## src/rtl/cnn_pe_top_if.sv

```systemverilog
// Bus bundle for the CNN processing element: activation/state stream in,
// weight side-port, weight read address, and the tagged result out.
interface cnn_pe_top_if #(
  parameter int DATA_WID = 8,
  parameter int ICP_NUM  = 4,
  parameter int ADDR_B   = 4,
  parameter int OUT_W    = 21
);
  logic [1:0]                  pe_in_state;
  logic [ICP_NUM*DATA_WID-1:0] pe_in_a;
  logic [DATA_WID-1:0]         wrb_data;
  logic [ADDR_B-1:0]           wrb_addr;
  logic [ICP_NUM-1:0]          wrb;
  logic [ADDR_B-1:0]           rdb_addr;
  logic [1:0]                  pe_out_state;
  logic [OUT_W-1:0]            pe_out_data;

  modport master (
    output pe_in_state, pe_in_a, wrb_data, wrb_addr, wrb, rdb_addr,
    input  pe_out_state, pe_out_data
  );

  modport slave (
    input  pe_in_state, pe_in_a, wrb_data, wrb_addr, wrb, rdb_addr,
    output pe_out_state, pe_out_data
  );
endinterface

```

## src/rtl/cnn_pe_top.sv

```systemverilog
// CNN processing element: per-lane weight buffers, two-stage multiply/lane-sum
// accumulate, one-cycle CNN_FIN result tag. Define PE_ACC_SAT_EN to saturate.
module cnn_pe_top #(
  parameter int DATA_WID  = 8,
  parameter int ICP_NUM   = 4,
  parameter int AUG_FCT_B = 3,
  parameter int ADDR_B    = 4,
  parameter int CAP_B     = 9
) (
  input  logic          clk,
  input  logic          reset,
  cnn_pe_top_if.slave   bus
);

  localparam int PROD_W = 2 * DATA_WID;
  localparam int OUT_W  = PROD_W + $clog2(ICP_NUM) + AUG_FCT_B;
  localparam int IDX_W  = $clog2(CAP_B);

  localparam logic [1:0] ST_INVALID = 2'd0;
  localparam logic [1:0] ST_VALID   = 2'd1;
  localparam logic [1:0] ST_FIN     = 2'd2;

  localparam logic [ADDR_B:0] CAP_LIM = (ADDR_B+1)'(CAP_B);

  logic [DATA_WID-1:0] wbuf_r [ICP_NUM][CAP_B];
  logic [DATA_WID-1:0] rd_w_s [ICP_NUM];
  logic [PROD_W-1:0]   prod_r [ICP_NUM];
  logic [1:0]          in_tag_s;
  logic [1:0]          tag_r;
  logic                rd_ok_s;
  logic                wr_ok_s;
  logic [OUT_W-1:0]    lane_sum_s;
  logic [OUT_W-1:0]    acc_sum_s;
  logic [OUT_W-1:0]    acc_r;
  logic [1:0]          out_state_r;
  logic [OUT_W-1:0]    out_data_r;

  function automatic logic [OUT_W-1:0] acc_add(input logic [OUT_W-1:0] a,
                                               input logic [OUT_W-1:0] b);
    logic [OUT_W:0] s;
    s = {1'b0, a} + {1'b0, b};
`ifdef PE_ACC_SAT_EN
    if (s[OUT_W]) begin
      acc_add = {OUT_W{1'b1}};
    end else begin
      acc_add = s[OUT_W-1:0];
    end
`else
    acc_add = s[OUT_W-1:0];
`endif
  endfunction

  // Address range qualification for the weight side-port and read port
  always_comb begin
    rd_ok_s = ({1'b0, bus.rdb_addr} < CAP_LIM);
    wr_ok_s = ({1'b0, bus.wrb_addr} < CAP_LIM);
  end

  // Weight storage; out-of-range addresses never write
  always_ff @(posedge clk) begin
    if (reset) begin
      for (int i = 0; i < ICP_NUM; i++) begin
        for (int j = 0; j < CAP_B; j++) begin
          wbuf_r[i][j] <= '0;
        end
      end
    end else begin
      for (int i = 0; i < ICP_NUM; i++) begin
        if (bus.wrb[i] && wr_ok_s) begin
          wbuf_r[i][bus.wrb_addr[IDX_W-1:0]] <= bus.wrb_data;
        end
      end
    end
  end

  // Combinational weight read (sees pre-write contents, 0 beyond depth)
  always_comb begin
    for (int i = 0; i < ICP_NUM; i++) begin
      if (rd_ok_s) begin
        rd_w_s[i] = wbuf_r[i][bus.rdb_addr[IDX_W-1:0]];
      end else begin
        rd_w_s[i] = '0;
      end
    end
  end

  // Input state decode; the unused encoding behaves as INVALID
  always_comb begin
    case (bus.pe_in_state)
      ST_VALID: in_tag_s = ST_VALID;
      ST_FIN:   in_tag_s = ST_FIN;
      default:  in_tag_s = ST_INVALID;
    endcase
  end

  // Stage 1: per-lane products and the tag that travels with them
  always_ff @(posedge clk) begin
    if (reset) begin
      tag_r <= ST_INVALID;
      for (int i = 0; i < ICP_NUM; i++) begin
        prod_r[i] <= '0;
      end
    end else begin
      tag_r <= in_tag_s;
      for (int i = 0; i < ICP_NUM; i++) begin
        prod_r[i] <= PROD_W'(bus.pe_in_a[i*DATA_WID +: DATA_WID]) * PROD_W'(rd_w_s[i]);
      end
    end
  end

  // Cross-lane reduction and the accumulator update candidate
  always_comb begin
    lane_sum_s = '0;
    for (int i = 0; i < ICP_NUM; i++) begin
      lane_sum_s = lane_sum_s + OUT_W'(prod_r[i]);
    end
    acc_sum_s = acc_add(acc_r, lane_sum_s);
  end

  // Stage 2: accumulate, or close the window and publish the result
  always_ff @(posedge clk) begin
    if (reset) begin
      acc_r       <= '0;
      out_state_r <= ST_INVALID;
      out_data_r  <= '0;
    end else begin
      case (tag_r)
        ST_VALID: begin
          acc_r       <= acc_sum_s;
          out_state_r <= ST_INVALID;
        end
        ST_FIN: begin
          acc_r       <= '0;
          out_state_r <= ST_FIN;
          out_data_r  <= acc_sum_s;
        end
        default: begin
          out_state_r <= ST_INVALID;
        end
      endcase
    end
  end

  assign bus.pe_out_state = out_state_r;
  assign bus.pe_out_data  = out_data_r;

endmodule

```

## src/flat_wrapper.sv

```systemverilog
// flat-port wrapper written by rule: the top's interface ports become plain ports
module cnn_pe_top_flat 
#(
  parameter int DATA_WID  = 8,
  parameter int ICP_NUM   = 4,
  parameter int AUG_FCT_B = 3,
  parameter int ADDR_B    = 4,
  parameter int CAP_B     = 9
)
  (clk, reset, bus_pe_in_state, bus_pe_in_a, bus_wrb_data, bus_wrb_addr, bus_wrb, bus_rdb_addr, bus_pe_out_state, bus_pe_out_data);
  cnn_pe_top_if #(.DATA_WID(DATA_WID), .ICP_NUM(ICP_NUM), .ADDR_B(ADDR_B)) bus_i ();
  input  logic clk;
  input  logic reset;
  input wire logic [$bits(bus_i.pe_in_state)-1:0] bus_pe_in_state;
  input wire logic [$bits(bus_i.pe_in_a)-1:0] bus_pe_in_a;
  input wire logic [$bits(bus_i.wrb_data)-1:0] bus_wrb_data;
  input wire logic [$bits(bus_i.wrb_addr)-1:0] bus_wrb_addr;
  input wire logic [$bits(bus_i.wrb)-1:0] bus_wrb;
  input wire logic [$bits(bus_i.rdb_addr)-1:0] bus_rdb_addr;
  output wire logic [$bits(bus_i.pe_out_state)-1:0] bus_pe_out_state;
  output wire logic [$bits(bus_i.pe_out_data)-1:0] bus_pe_out_data;
  assign bus_i.pe_in_state = bus_pe_in_state;
  assign bus_i.pe_in_a = bus_pe_in_a;
  assign bus_i.wrb_data = bus_wrb_data;
  assign bus_i.wrb_addr = bus_wrb_addr;
  assign bus_i.wrb = bus_wrb;
  assign bus_i.rdb_addr = bus_rdb_addr;
  assign bus_pe_out_state = bus_i.pe_out_state;
  assign bus_pe_out_data = bus_i.pe_out_data;
  cnn_pe_top #(.DATA_WID(DATA_WID), .ICP_NUM(ICP_NUM), .AUG_FCT_B(AUG_FCT_B), .ADDR_B(ADDR_B), .CAP_B(CAP_B)) u_core (.clk(clk), .reset(reset), .bus(bus_i));
endmodule
```

## config.mk

```make
export PLATFORM = sky130hd
export DESIGN_NAME = cnn_pe_top_flat
export DESIGN_NICKNAME = d
export VERILOG_FILES = /design/src/rtl/cnn_pe_top_if.sv /design/src/rtl/cnn_pe_top.sv /design/src/flat_wrapper.sv
export SDC_FILE = /design/constraint.sdc
export NUM_CORES = 1
export LEC_CHECK = 0
export CAP_MARGIN = 0
export CORE_MARGIN = 5
export CORE_UTILIZATION = 30
export DETAILED_ROUTE_END_ITERATION = 16
export PLACE_DENSITY_LB_ADDON = 0.08
export SLEW_MARGIN = 10
export SYNTH_ARGS = -nofsm -noshare
export SYNTH_HDL_FRONTEND = slang
export SYNTH_SLANG_ARGS = --single-unit
```

## constraint.sdc

```tcl
create_clock -name clk -period 10.7 [get_ports clk]
set_clock_uncertainty 0.2 [all_clocks]
set_input_delay 2.14 -clock clk [delete_from_list [all_inputs] [get_ports clk]]
set_output_delay 2.14 -clock clk [all_outputs]
set_load 0.01 [all_outputs]
```

==> results.txt, run 1 <==
----------------------------------------------------
[STA]
  Count of final setup violators ... 0
  Final slew viol count ... 0
  Worst slew pin tran ... 1.23 ns
  Final min period ... 8.35 ns
  Final setup slack of the worst path ... 2.35 ns
  Max Clock Freq ... 0.120 GHz
  Headroom to the max-slew limit ... 0.175
  Worst-case hold slack ... 0.252 ns
  Portion of the clock cycle consumed by the worst path in the final layout ... 0.781
  Setup repair after global routing missed its margin ... no
  Final sum of negative setup slack ... 0 ns
  Final-report hold violation count ... 0

[Route]
  Remaining design rule violation count ... 0
  Count of nets left with antenna violations after detail routing ... 0
  Vias after detailed routing ... 18200
  Total iterations of the first detailed-routing run ... 5
  DR WL/cell ... 19.0 microns
  Routed via count divided by cell count ... 4.73
  Detailed Route Iter0 Violations ... 828
  Routed WL ... 72900 microns

[Layout]
  Layout Cells excl Fill ... 3844
  Final Instance Area ... 29900 sq um
  Fraction of final layout cells with drive strength greater than 1 ... 0.0755
  Post-layout nets ... 3067
  Area growth from synthesis to layout ... 13.6%
  Final standard cell utilization of the core ... 0.344

[Min path]
  Tightest Hold Check Type ... flop to flop

[CTS]
  Clock latency at the later pin of the worst-skew pair ... 0.60 ns
  Total clock sinks ... 397
  Setup fix buffers added after clock tree synthesis ... 0
  Clock slew at reported path FFs ... 0.06 ns
  Root buffer selected by CTS ... sky130_fd_sc_hd__clkbuf_16
  Count of cells resized by post-cts repair ... 0
  Clock buffers created by TritonCTS ... 47
  Count of hold-fix buffers inserted at cts ... 0
  CTS tree ... done
  H-tree lvl count ... 2
  Clock buffer depth ... 3

[Setup path]
  Worst EP arrival ... 8.57 ns
  Category of the worst setup path capture point ... flop
  Largest fanout of any net on the critical path ... 40
  CP required ... 10.92 ns
  Critical path class ... input pin to flop
  Crit path launch type ... input pin

[Die]
  Core region area ... 87000 sq um
  Die outline width ... 306 microns
  Ports ... 79
  Row count ... 108
  Chip height ... 306 microns
  Effective utilization at floorplan ... 0.303
  Area of the die ... 93900 sq um

[Yosys]
  Portion of the post-synthesis area used by sequential elements ... 0.359
  Ys Warns ... 0
  Area of the mapped netlist ... 26400 sq um
  Fraction of registers with async set or reset after synthesis ... 0
  Syn Inst Count ... 2594
  Post-synthesis register bit count ... 397
  Syn nets ... 3010
  Syn avg cell area ... 10.2 sq um
  Count of unique library cells instantiated by Yosys ... 80
  Number of flops mapped to enable cells by yosys ... 152
  Top flip-flop cell by instance count after synthesis ... sky130_fd_sc_hd__dfxtp_1

[Global route]
  Sum of overflow across all layers after global routing ... 0
  Initial antenna violation count ... 6
  Number of global-route vias before repair ... 19200
  Global-route wire length before repair ... 113000 microns
  Largest net degree at the start of global routing ... 108
  Global-route usage over all layers ... 0.154

[Placed design]
  Final Wtd Congestion ... 0.773
  Post-detailed-placement half-perimeter wirelength ... 53100 microns
  Quantity of I/O buffers inserted on ports ... 77
  Total placed instance area ... 28400 sq um
  Pre-CTS setup slack ... 1.67 ns
  DP Cell Count ... 3757

[Job]
  Max-capacitance violation count ... 0

[Power]
  Largest voltage drop on the vdd net ... 0.0964 mV
  Leakage Power ... 12.8 nW
  Cell Pwr Density ... 163 nW/um^2
  Overall power of the completed layout ... 4.87 mW

[Status]
  Outcome ... finished, final reports clean

----------------------------------------------------
[cells in the final DEF, fill, tap and decap left out, types with 40 or more instances in the layout]
cell type                           n
sky130_fd_sc_hd__dfxtp_1          245
sky130_fd_sc_hd__clkdlybuf4s50_1   73
sky130_fd_sc_hd__nand2_1          232
sky130_fd_sc_hd__nor2_1           196
sky130_fd_sc_hd__mux4_2            62
sky130_fd_sc_hd__a21oi_1          122
sky130_fd_sc_hd__edfxtp_1         152
sky130_fd_sc_hd__mux2i_1          111
sky130_fd_sc_hd__nor2b_1           43
sky130_fd_sc_hd__nand3_1           66
sky130_fd_sc_hd__inv_1            294
sky130_fd_sc_hd__o21ai_0           44
sky130_fd_sc_hd__ha_1             183
sky130_fd_sc_hd__and2_1           262
sky130_fd_sc_hd__buf_4             40
sky130_fd_sc_hd__fa_1             177
sky130_fd_sc_hd__clkbuf_16         47
[area by class of cell]
type / count / area [sq um]
Antenna cell: 2 / 5.00
Clock buffer: 60 / 1240
Clock inverter: 25 / 265
Fill cell: 8915 / 57100
Inverter: 295 / 1110
Multi-Input combinational cell: 1793 / 15300
Sequential cell: 397 / 9470
Tap cell: 1155 / 1450
Timing Repair Buffer: 117 / 1070
[worst paths after layout]
check	start	to	slack, ns	cells past startpoint
max	bus_rdb_addr[0]	u_core.prod_r[3][14]	2.35	21
min	u_core.wbuf_r[0][253]	u_core.wbuf_r[0][253]	0.25	2
max reg2reg	u_core.wbuf_r[0][228]	u_core.prod_r[3][14]	4.73	19
min reg2reg	u_core.wbuf_r[0][253]	u_core.wbuf_r[0][253]	0.25	2
[flip-flops by register name, indices dropped and copies added, names as in the netlist]
| name | cells |
|---|---|
| u_core.wbuf_r | 288 |
| u_core.prod_r | 64 |
| u_core.acc_r | 21 |
| u_core.bus.pe_out_data | 21 |
| u_core.tag_r | 2 |
| u_core.bus.pe_out_state | 1 |
[kinds of logic (layout without fill, tap and decap cells)]
family	Yosys count	count (layout)	share of synthesized area
buf+inv	404	497	0.0605
simple gates	880	880	0.166
fa+ha+maj	360	360	0.221
other cells	1	3	0.000142
flops	397	397	0.359
mux	175	175	0.0960
compound gates	309	309	0.0737
xor+xnor	68	68	0.0226
[power by group]
part	internal [mW]	switching, mW
sequential	1.69	0.0493
clock	0.902	0.674
combinational	0.601	0.953
total	3.19	1.68
[cell usage after synthesis, drive strengths merged, types with 15 or more instances]
| cell type | n | area [sq um] |
|---|---|---|
| a21o | 27 | 204 |
| a21oi | 126 | 646 |
| a22oi | 15 | 113 |
| and2 | 263 | 1650 |
| and3 | 20 | 131 |
| buf | 28 | 164 |
| clkbuf | 81 | 324 |
| dfxtp | 245 | 4900 |
| edfxtp | 152 | 4560 |
| fa | 177 | 3540 |
| ha | 183 | 2290 |
| inv | 294 | 1100 |
| mux2i | 111 | 1110 |
| mux4 | 62 | 1400 |
| nand2 | 232 | 871 |
| nand3 | 66 | 330 |
| nor2 | 197 | 742 |
| nor2b | 43 | 269 |
| nor3 | 21 | 110 |
| o21ai | 69 | 345 |
| xnor2 | 37 | 324 |
| xor2 | 31 | 272 |
[worst max-delay path: stages]
cell and delay (ns):
sky130_fd_sc_hd__buf_4 0.65, sky130_fd_sc_hd__buf_4 0.40, sky130_fd_sc_hd__mux4_2 0.53, sky130_fd_sc_hd__mux2i_1 0.15, sky130_fd_sc_hd__o21ai_0 0.42, sky130_fd_sc_hd__and2_1 0.38, sky130_fd_sc_hd__fa_1 0.53, sky130_fd_sc_hd__inv_1 0.05
sky130_fd_sc_hd__fa_1 0.48, sky130_fd_sc_hd__inv_1 0.06, sky130_fd_sc_hd__fa_1 0.53, sky130_fd_sc_hd__inv_1 0.05, sky130_fd_sc_hd__fa_1 0.53, sky130_fd_sc_hd__inv_1 0.05, sky130_fd_sc_hd__ha_1 0.24, sky130_fd_sc_hd__a2111oi_0 0.63
sky130_fd_sc_hd__o31ai_1 0.19, sky130_fd_sc_hd__o21ai_0 0.22, sky130_fd_sc_hd__a21oi_1 0.11, sky130_fd_sc_hd__xnor2_1 0.14, sky130_fd_sc_hd__nor2_1 0.06
[per-layer routing]
layer,track usage,wire [microns]
met1,0.202,33200
met2,0.278,36800
met3,0.0184,1870
met4,0.0271,1030
met5,0,0
(Power assumes the default switching activity.)
==> run 2, diff against run 1 <==
==> constraint.sdc (replaced) <==
create_clock -name clk -period 7.6 [get_ports clk]
set_clock_uncertainty 0.2 [all_clocks]
set_input_delay 1.52 -clock clk [delete_from_list [all_inputs] [get_ports clk]]
set_output_delay 1.52 -clock clk [all_outputs]
set_load 0.01 [all_outputs]
==> run 2 against run 1 <==
  * Wire length increased by 0.82%
  * Via count increased by 0.90%
  * Setup slack worse by 1.7 ns
  * Clock power is 41% higher
==> results.txt, run 2 (synthesis gave the netlist of run 1 again) <==
----------------------------------------------------
[Status]
  Outcome ... finished, final reports clean

[Global route]
  Met1 routing resource usage after global routing ... 0.210 (+0.00842)
  Sum of overflow across all layers after global routing ... 0 (unchanged)
  Number of global-route vias before repair ... 19400 (+1.1%)
  Largest net degree at the start of global routing ... 104 (-3.7%)
  Busiest layer in global routing ... met2
  Met2 GRT Util ... 0.266 (-0.0118)
  Global-route wire length before repair ... 115000 microns (+1.5%)
  GRT met3 Usage ... 0.0210 (+0.00255)
  Global-route usage over all layers ... 0.156 (+0.00162)
  Initial antenna violation count ... 0 (-6)

[Setup path]
  Launching element of the worst setup path ... bus_rdb_addr[0]
  Critical path class ... input pin to flop
  Biggest cell delay along the critical path ... 0.55 ns (-0.10 ns)
  Worst-path cell chain ... buf_4 -> buf_12 -> mux4_2 -> mux2i_1 -> o21ai_1 -> buf_4 -> and2_1 -> fa_1 -> fa_1 -> fa_1 -> inv_1 -> fa_1 -> inv_1 -> ha_1 -> a2111oi_0 -> buf_4 -> o31ai_1 -> o21ai_0 -> a21oi_1 -> xnor2_1 -> nor2_1
  Most common cell on crit path ... sky130_fd_sc_hd__fa_1
  Critical register-to-register path startpoint ... u_core.wbuf_r[0][210]
  CP required ... 7.84 ns (-3.08 ns)
  Worst EP arrival ... 7.15 ns (-1.42 ns)
  Crit path launch type ... input pin
  Category of the worst setup path capture point ... flop
  Largest fanout of any net on the critical path ... 13 (-68%)
  Slowest cell on the critical path ... sky130_fd_sc_hd__fa_1
  FF-to-FF setup slack ... 1.78 ns (-2.95 ns)

[CTS]
  Clock buffers created by TritonCTS ... 48 (+2.1%)
  Clock buffer depth ... 3 (unchanged)
  H-tree lvl count ... 2 (unchanged)
  CTS tree ... done
  Clock latency at the later pin of the worst-skew pair ... 0.60 ns (about the same)
  Count of hold-fix buffers inserted at cts ... 0 (unchanged)
  Setup fix buffers added after clock tree synthesis ... 0 (unchanged)
  Total clock sinks ... 397 (unchanged)
  Clock slew at reported path FFs ... 0.06 ns (about the same)
  Count of cells resized by post-cts repair ... 0 (unchanged)
  Root buffer selected by CTS ... sky130_fd_sc_hd__clkbuf_16

[Die]
  Row count ... 108 (unchanged)
  Core region area ... 87000 sq um (unchanged)
  Die outline width ... 306 microns (unchanged)
  Ports ... 79 (unchanged)
  Area of the die ... 93900 sq um (unchanged)
  Effective utilization at floorplan ... 0.303 (unchanged)
  Chip height ... 306 microns (unchanged)

[STA]
  Final min period ... 6.91 ns
  Headroom to the max-slew limit ... 0.209 (+0.0341)
  Final setup slack of the worst path ... 0.686 ns (-1.66 ns)
  Setup repair after global routing missed its margin ... no
  Final sum of negative setup slack ... 0 ns (unchanged)
  Worst slew pin tran ... 1.18 ns (-0.0446 ns)
  Final-report hold violation count ... 0 (unchanged)
  Count of final setup violators ... 0 (unchanged)
  Final slew viol count ... 0 (unchanged)
  Max Clock Freq ... 0.145 GHz
  Portion of the clock cycle consumed by the worst path in the final layout ... 0.910

[Route]
  Routed WL ... 73500 microns (+0.82%)
  Vias after detailed routing ... 18300 (+0.90%)
  Count of nets left with antenna violations after detail routing ... 0 (unchanged)
  DR WL/cell ... 19.0 microns (about the same)
  Routed via count divided by cell count ... 4.73 (+0.14%)
  Detailed Route Iter0 Violations ... 884 (+6.8%)
  Remaining design rule violation count ... 0 (unchanged)
  Total iterations of the first detailed-routing run ... 5 (unchanged)

[Layout]
  Layout Cells excl Fill ... 3873 (+0.75%)
  Area growth from synthesis to layout ... 14.5%
  Max reg flops ... 288 (unchanged)
  Most frequent cells in the layout ... sky130_fd_sc_hd__inv_1, sky130_fd_sc_hd__and2_1, sky130_fd_sc_hd__dfxtp_1
  Antenna cell count ... 0 (-2)
  Filler cells ... 8871 (-0.49%)
  Most frequent standard cell in the layout excluding fill and tap cells ... sky130_fd_sc_hd__inv_1
  Post-layout nets ... 3096 (+0.95%)
  Registers with the most flip-flops ... u_core.wbuf_r (288), u_core.prod_r (64)
  Fraction of final layout cells with drive strength greater than 1 ... 0.0846 (+0.00907)
  Register with the most flip-flops ... u_core.wbuf_r

[Power]
  Largest voltage drop on the vdd net ... 0.123 mV (+27%)
  Cell Pwr Density ... 228 nW/um^2 (+40%)
  Leakage Power ... 13.0 nW (+1.2%)
  Overall power of the completed layout ... 6.87 mW (+41%)

[Placed design]
  Quantity of I/O buffers inserted on ports ... 77 (unchanged)
  Post-detailed-placement half-perimeter wirelength ... 54400 microns (+2.5%)
  DP Cell Count ... 3785 (+0.75%)
  Final Wtd Congestion ... 0.817 (+5.6%)
  Pre-CTS setup slack ... 0.0468 ns (-1.63 ns)

[Min path]
  Hold Crit Start ... u_core.wbuf_r[0][203]
  Tightest Hold Check Type ... flop to flop

[Job]
  Max-capacitance violation count ... 0 (unchanged)

----------------------------------------------------
-- run 2: changes by cell type in the layout (fill, tap and decap cells not counted), sizes merged --
cell      previous run  this run
buf                 43        71
clkbuf              61        62
clkinvlp             3         4
diode                2         0
inv                294       295
-- run 2: stage by stage --
step | utilization | hold slack, ns | cell area [sq um]
final | 0.347 | 0.255 | 30200
after CTS | 0.347 | 0.254 | 30200
after global placement | 0.329 | 0.239 | 28700
after floorplan | - | 0.230 | 26400
after detailed placement | 0.329 | 0.245 | 28700
after global routing | 0.347 | 0.273 | 30200
-- run 2: power breakdown --
group	switching (mW)	internal, mW
sequential	0.0766	2.38
clock	0.944	1.28
combinational	1.33	0.858
-- run 2: layout make-up --
type	count	area (sq um)	share of cell area
Multi-Input combinational cell	1793	15300	0.507
Tap cell	1155	1450	0.0479
Clock buffer	61	1260	0.0417
Clock inverter	27	263	0.00870
Timing Repair Buffer	145	1340	0.0442
Sequential cell	397	9470	0.314
Inverter	295	1110	0.0367
-- run 2: final timing paths --
kind / endpoint / cells after the start
max reg2reg: u_core.prod_r[2][14] / 20
min: u_core.wbuf_r[0][203] / 2
max: u_core.prod_r[3][14] / 21
min reg2reg: u_core.wbuf_r[0][203] / 2
-- run 2: layer usage --
| metal | vias up | routed length, microns | share of wire |
|---|---|---|---|
| met5 | - | 0 | 0 |
| met4 | 0 | 1800 | 0.025 |
| met3 | 93 | 2390 | 0.033 |
| met2 | 255 | 35200 | 0.48 |
| met1 | 9145 | 34100 | 0.46 |
| li1 | 8834 | - | - |
-- run 2: worst max-delay path, delay by kind of cell --
family	cells	cell delay [ns]
compound gates	5	1.08
xor+xnor	1	0.14
fa+ha+maj	5	2.28
buf+inv	6	0.98
mux	2	0.89
simple gates	2	0.22
==> run 3, diff against run 2 <==
--- a/config.mk
+++ b/config.mk
@@ -10,6 +10,7 @@
 export CORE_UTILIZATION = 30
 export DETAILED_ROUTE_END_ITERATION = 16
 export PLACE_DENSITY_LB_ADDON = 0.08
+export REMOVE_ABC_BUFFERS = 1
 export SLEW_MARGIN = 10
 export SYNTH_ARGS = -nofsm -noshare
 export SYNTH_HDL_FRONTEND = slang
==> run 3 against run 2 <==
  * Count of clock-buffer cells in the layout rose by 11
  * Sequential share of layout area fell by 0.24 points
  * First-iteration DRC count rose by 5.2%
  * Wire length rose by 3.1%
  * Worst hold slack got worse by 0.0051 ns
  * Combinational power barely moved
  * Highest routed layer unchanged
==> results.txt, run 3 (synthesis gave the netlist of run 1 again) <==
----------------------------------------------------
[Status]
  Outcome ... finished, final reports clean

[Setup path]
  CP required ... 7.82 ns (-0.02 ns)
  Worst EP arrival ... 7.34 ns (+0.19 ns)
  Category of the worst setup path capture point ... flop
  Critical path class ... input pin to flop
  Worst reg-to-reg path cell count ... 20 (unchanged)
  Count of cell instances traversed by the critical path ... 22 (+4.8%)
  FF-to-FF setup slack ... 1.52 ns (-0.26 ns)
  Worst r2r dst ... u_core.prod_r[3][15]
  Biggest cell delay along the critical path ... 0.53 ns (-0.02 ns)
  Largest fanout of any net on the critical path ... 9 (-4)
  Launching element of the worst setup path ... bus_rdb_addr[0]
  Crit path launch type ... input pin
  Slowest cell on the critical path ... sky130_fd_sc_hd__mux4_2
  Worst-path cell chain ... buf_4 -> buf_4 -> mux4_2 -> mux2i_1 -> o21ai_0 -> buf_4 -> and2_1 -> fa_1 -> inv_1 -> fa_1 -> inv_1 -> fa_1 -> inv_1 -> fa_1 -> inv_1 -> ha_1 -> a21boi_1 -> o41a_1 -> a41o_1 -> o41ai_2 -> xnor2_1 -> nor2_1
  Number of buffer and inverter stages on the critical path ... 7 (+1)
  Top delay family on crit path ... adder cells
  Worst setup path end ... u_core.prod_r[3][15]
  Critical register-to-register path startpoint ... u_core.wbuf_r[0][227]

[Job]
  Max-capacitance violation count ... 0 (unchanged)

[Global route]
  Largest net degree at the start of global routing ... 73 (-30%)
  Global-route usage over all layers ... 0.162 (+0.00590)
  GRT met3 Usage ... 0.0191 (-0.00193)
  Met2 GRT Util ... 0.273 (+0.00666)
  Busiest layer in global routing ... met2
  Met1 routing resource usage after global routing ... 0.222 (+0.0121)
  Global-route wire length before repair ... 118000 microns (+3.0%)
  Number of global-route vias before repair ... 19300 (-0.15%)
  Initial antenna violation count ... 4 (+4)
  Sum of overflow across all layers after global routing ... 0 (unchanged)

[Die]
  Core region area ... 87000 sq um (unchanged)
  Chip height ... 306 microns (unchanged)
  Row count ... 108 (unchanged)
  Area of the die ... 93900 sq um (unchanged)
  Die outline width ... 306 microns (unchanged)
  Ports ... 79 (unchanged)
  Effective utilization at floorplan ... 0.303 (unchanged)

[Power]
  Cell Pwr Density ... 231 nW/um^2 (+1.7%)
  Leakage Power ... 13.1 nW (+1.2%)
  Power share of the clock group ... 0.339 (+0.015)
  Share of total power in sequential cells ... 0.347 (-0.010)
  Part of the total power dissipated in combinational logic ... 0.314 (-0.005)
  Largest voltage drop on the vdd net ... 0.160 mV (+30%)
  Net switching component of the power ... 2.39 mW (+1.5%)
  Cell internal power dissipation ... 4.65 mW (+3.0%)
  Share of total power consumed by net switching ... 0.339 (-0.00330)

[Route]
  Routed WL ... 75700 microns (+3.1%)
  Count of nets left with antenna violations after detail routing ... 0 (unchanged)
  Routed via count divided by cell count ... 4.71 (-0.40%)
  Detailed Route Iter0 Violations ... 930 (+5.2%)
  Total iterations of the first detailed-routing run ... 5 (unchanged)
  DR WL/cell ... 19.5 microns (+2.5%)
  Vias after detailed routing ... 18400 (+0.14%)
  Remaining design rule violation count ... 0 (unchanged)

[Layout]
  Register with the most flip-flops ... u_core.wbuf_r
  Max reg flops ... 288 (unchanged)
  Area growth from synthesis to layout ... 15.4%
  Most frequent cells in the layout ... sky130_fd_sc_hd__inv_1, sky130_fd_sc_hd__and2_1, sky130_fd_sc_hd__dfxtp_1
  Fraction of final layout cells with drive strength greater than 1 ... 0.0942 (+0.00961)
  Layout Cells excl Fill ... 3894 (+0.54%)
  Post-layout nets ... 3112 (+0.52%)
  Final Instance Area ... 30400 sq um (+0.78%)
  Registers with the most flip-flops ... u_core.wbuf_r (288), u_core.prod_r (64)
  Most frequent standard cell in the layout excluding fill and tap cells ... sky130_fd_sc_hd__inv_1

[Placed design]
  Quantity of I/O buffers inserted on ports ... 77 (unchanged)
  Pre-CTS setup slack ... -0.0766 ns (-0.123 ns)
  Final Wtd Congestion ... 0.776 (-5.0%)
  Total placed instance area ... 28700 sq um (+0.29%)
  Post-detailed-placement half-perimeter wirelength ... 55900 microns (+2.7%)
  DP Cell Count ... 3799 (+0.37%)

[STA]
  Setup repair after global routing missed its margin ... no
  Worst slew pin tran ... 1.15 ns (-0.0355 ns)
  Final min period ... 7.12 ns (+0.202 ns)
  Final sum of negative setup slack ... 0 ns (unchanged)
  Final-report hold violation count ... 0 (unchanged)
  Final slew viol count ... 0 (unchanged)
  Count of final setup violators ... 0 (unchanged)
  Headroom to the max-slew limit ... 0.229 (+0.0199)
  Max Clock Freq ... 0.141 GHz (-2.8%)
  Final setup slack of the worst path ... 0.484 ns (-0.202 ns)
  Portion of the clock cycle consumed by the worst path in the final layout ... 0.936 (+0.0266)

[CTS]
  Clock buffer depth ... 3 (unchanged)
  H-tree lvl count ... 2 (unchanged)
  Clock latency at the later pin of the worst-skew pair ... 0.63 ns (+0.03 ns)
  Total clock sinks ... 397 (unchanged)
  Count of hold-fix buffers inserted at cts ... 0 (unchanged)
  Clock slew at reported path FFs ... 0.06 ns (about the same)
  Count of cells resized by post-cts repair ... 0 (unchanged)
  CTS tree ... done
  Clock buffers created by TritonCTS ... 50 (+4.2%)
  Root buffer selected by CTS ... sky130_fd_sc_hd__clkbuf_16
  Setup fix buffers added after clock tree synthesis ... 0 (unchanged)

[Min path]
  Hold Crit Start ... u_core.wbuf_r[0][205]
  Tightest Hold Check Type ... flop to flop

----------------------------------------------------
==> run 3: cell types whose count changed in the layout (fill, tap and decap cells not counted), moves of 3 or more <==
cell / delta
sky130_fd_sc_hd__o21ai_1: +5
sky130_fd_sc_hd__o21ai_0: -5
sky130_fd_sc_hd__buf_4: +17
sky130_fd_sc_hd__clkinv_1: -5
sky130_fd_sc_hd__clkbuf_8: +11
sky130_fd_sc_hd__clkbuf_1: -3
sky130_fd_sc_hd__clkinv_4: +4
==> run 3: worst register-to-register path, stage by stage, from the launching register on <==
cell and delay (ns):
sky130_fd_sc_hd__dfxtp_1 0.31, sky130_fd_sc_hd__mux4_2 0.47, sky130_fd_sc_hd__mux2i_1 0.49, sky130_fd_sc_hd__o21ai_0 0.18
sky130_fd_sc_hd__buf_4 0.20, sky130_fd_sc_hd__and2_1 0.17, sky130_fd_sc_hd__fa_1 0.50, sky130_fd_sc_hd__inv_1 0.05
sky130_fd_sc_hd__fa_1 0.47, sky130_fd_sc_hd__inv_1 0.05, sky130_fd_sc_hd__fa_1 0.53, sky130_fd_sc_hd__inv_1 0.06
sky130_fd_sc_hd__fa_1 0.52, sky130_fd_sc_hd__inv_1 0.04, sky130_fd_sc_hd__ha_1 0.33, sky130_fd_sc_hd__a21boi_1 0.16
sky130_fd_sc_hd__o41a_1 0.36, sky130_fd_sc_hd__a41o_1 0.28, sky130_fd_sc_hd__o41ai_2 0.28, sky130_fd_sc_hd__xnor2_1 0.18
sky130_fd_sc_hd__nor2_1 0.05
==> run 3: metrics by stage <==
step	total power [mW]	utilization	hold slack [ns]
after CTS	7.20	0.350	0.252
after floorplan	3.95	-	0.227
final	7.04	0.350	0.250
after global routing	7.55	0.350	0.272
after global placement	4.74	0.330	0.240
after detailed placement	4.75	0.330	0.244
==> run 3: metal layers <==
| layer | vias up | part of all wire |
|---|---|---|
| li1 | 8879 | - |
| met1 | 9121 | 0.47 |
| met2 | 259 | 0.48 |
| met3 | 94 | 0.031 |
| met4 | 0 | 0.023 |
| met5 | - | 0 |
==> run 3: final cells by class <==
class,count,area [sq um]
fill,8876,56600
multi-input combinational,1793,15300
sequential,397,9470
clock buffer,72,1460
tap,1155,1450
timing repair buffer,159,1420
inverter,295,1110
clock inverter,22,215
antenna,1,2.50
==> run 3: power by group through the flow <==
stage                     clock network, mW  registers [mW]  logic, mW
after floorplan                           0            2.47       1.49
final                                  2.39            2.44       2.21
after CTS                              2.48            2.44       2.27
after global placement                    0            2.49       2.25
after detailed placement                  0            2.49       2.26
after global routing                   2.56            2.46       2.53
==> run 3: how the worst min path moves through the flow <==
stage | cells past startpoint | end | slack, ns
final | 2 | u_core.wbuf_r[0][205] | 0.25
after global routing | 2 | u_core.wbuf_r[0][203] | 0.27
after CTS | 2 | u_core.wbuf_r[0][205] | 0.25
after detailed placement | 2 | u_core.wbuf_r[0][205] | 0.24
after global placement | 2 | u_core.wbuf_r[0][281] | 0.24
after floorplan | 2 | u_core.wbuf_r[0][174] | 0.23
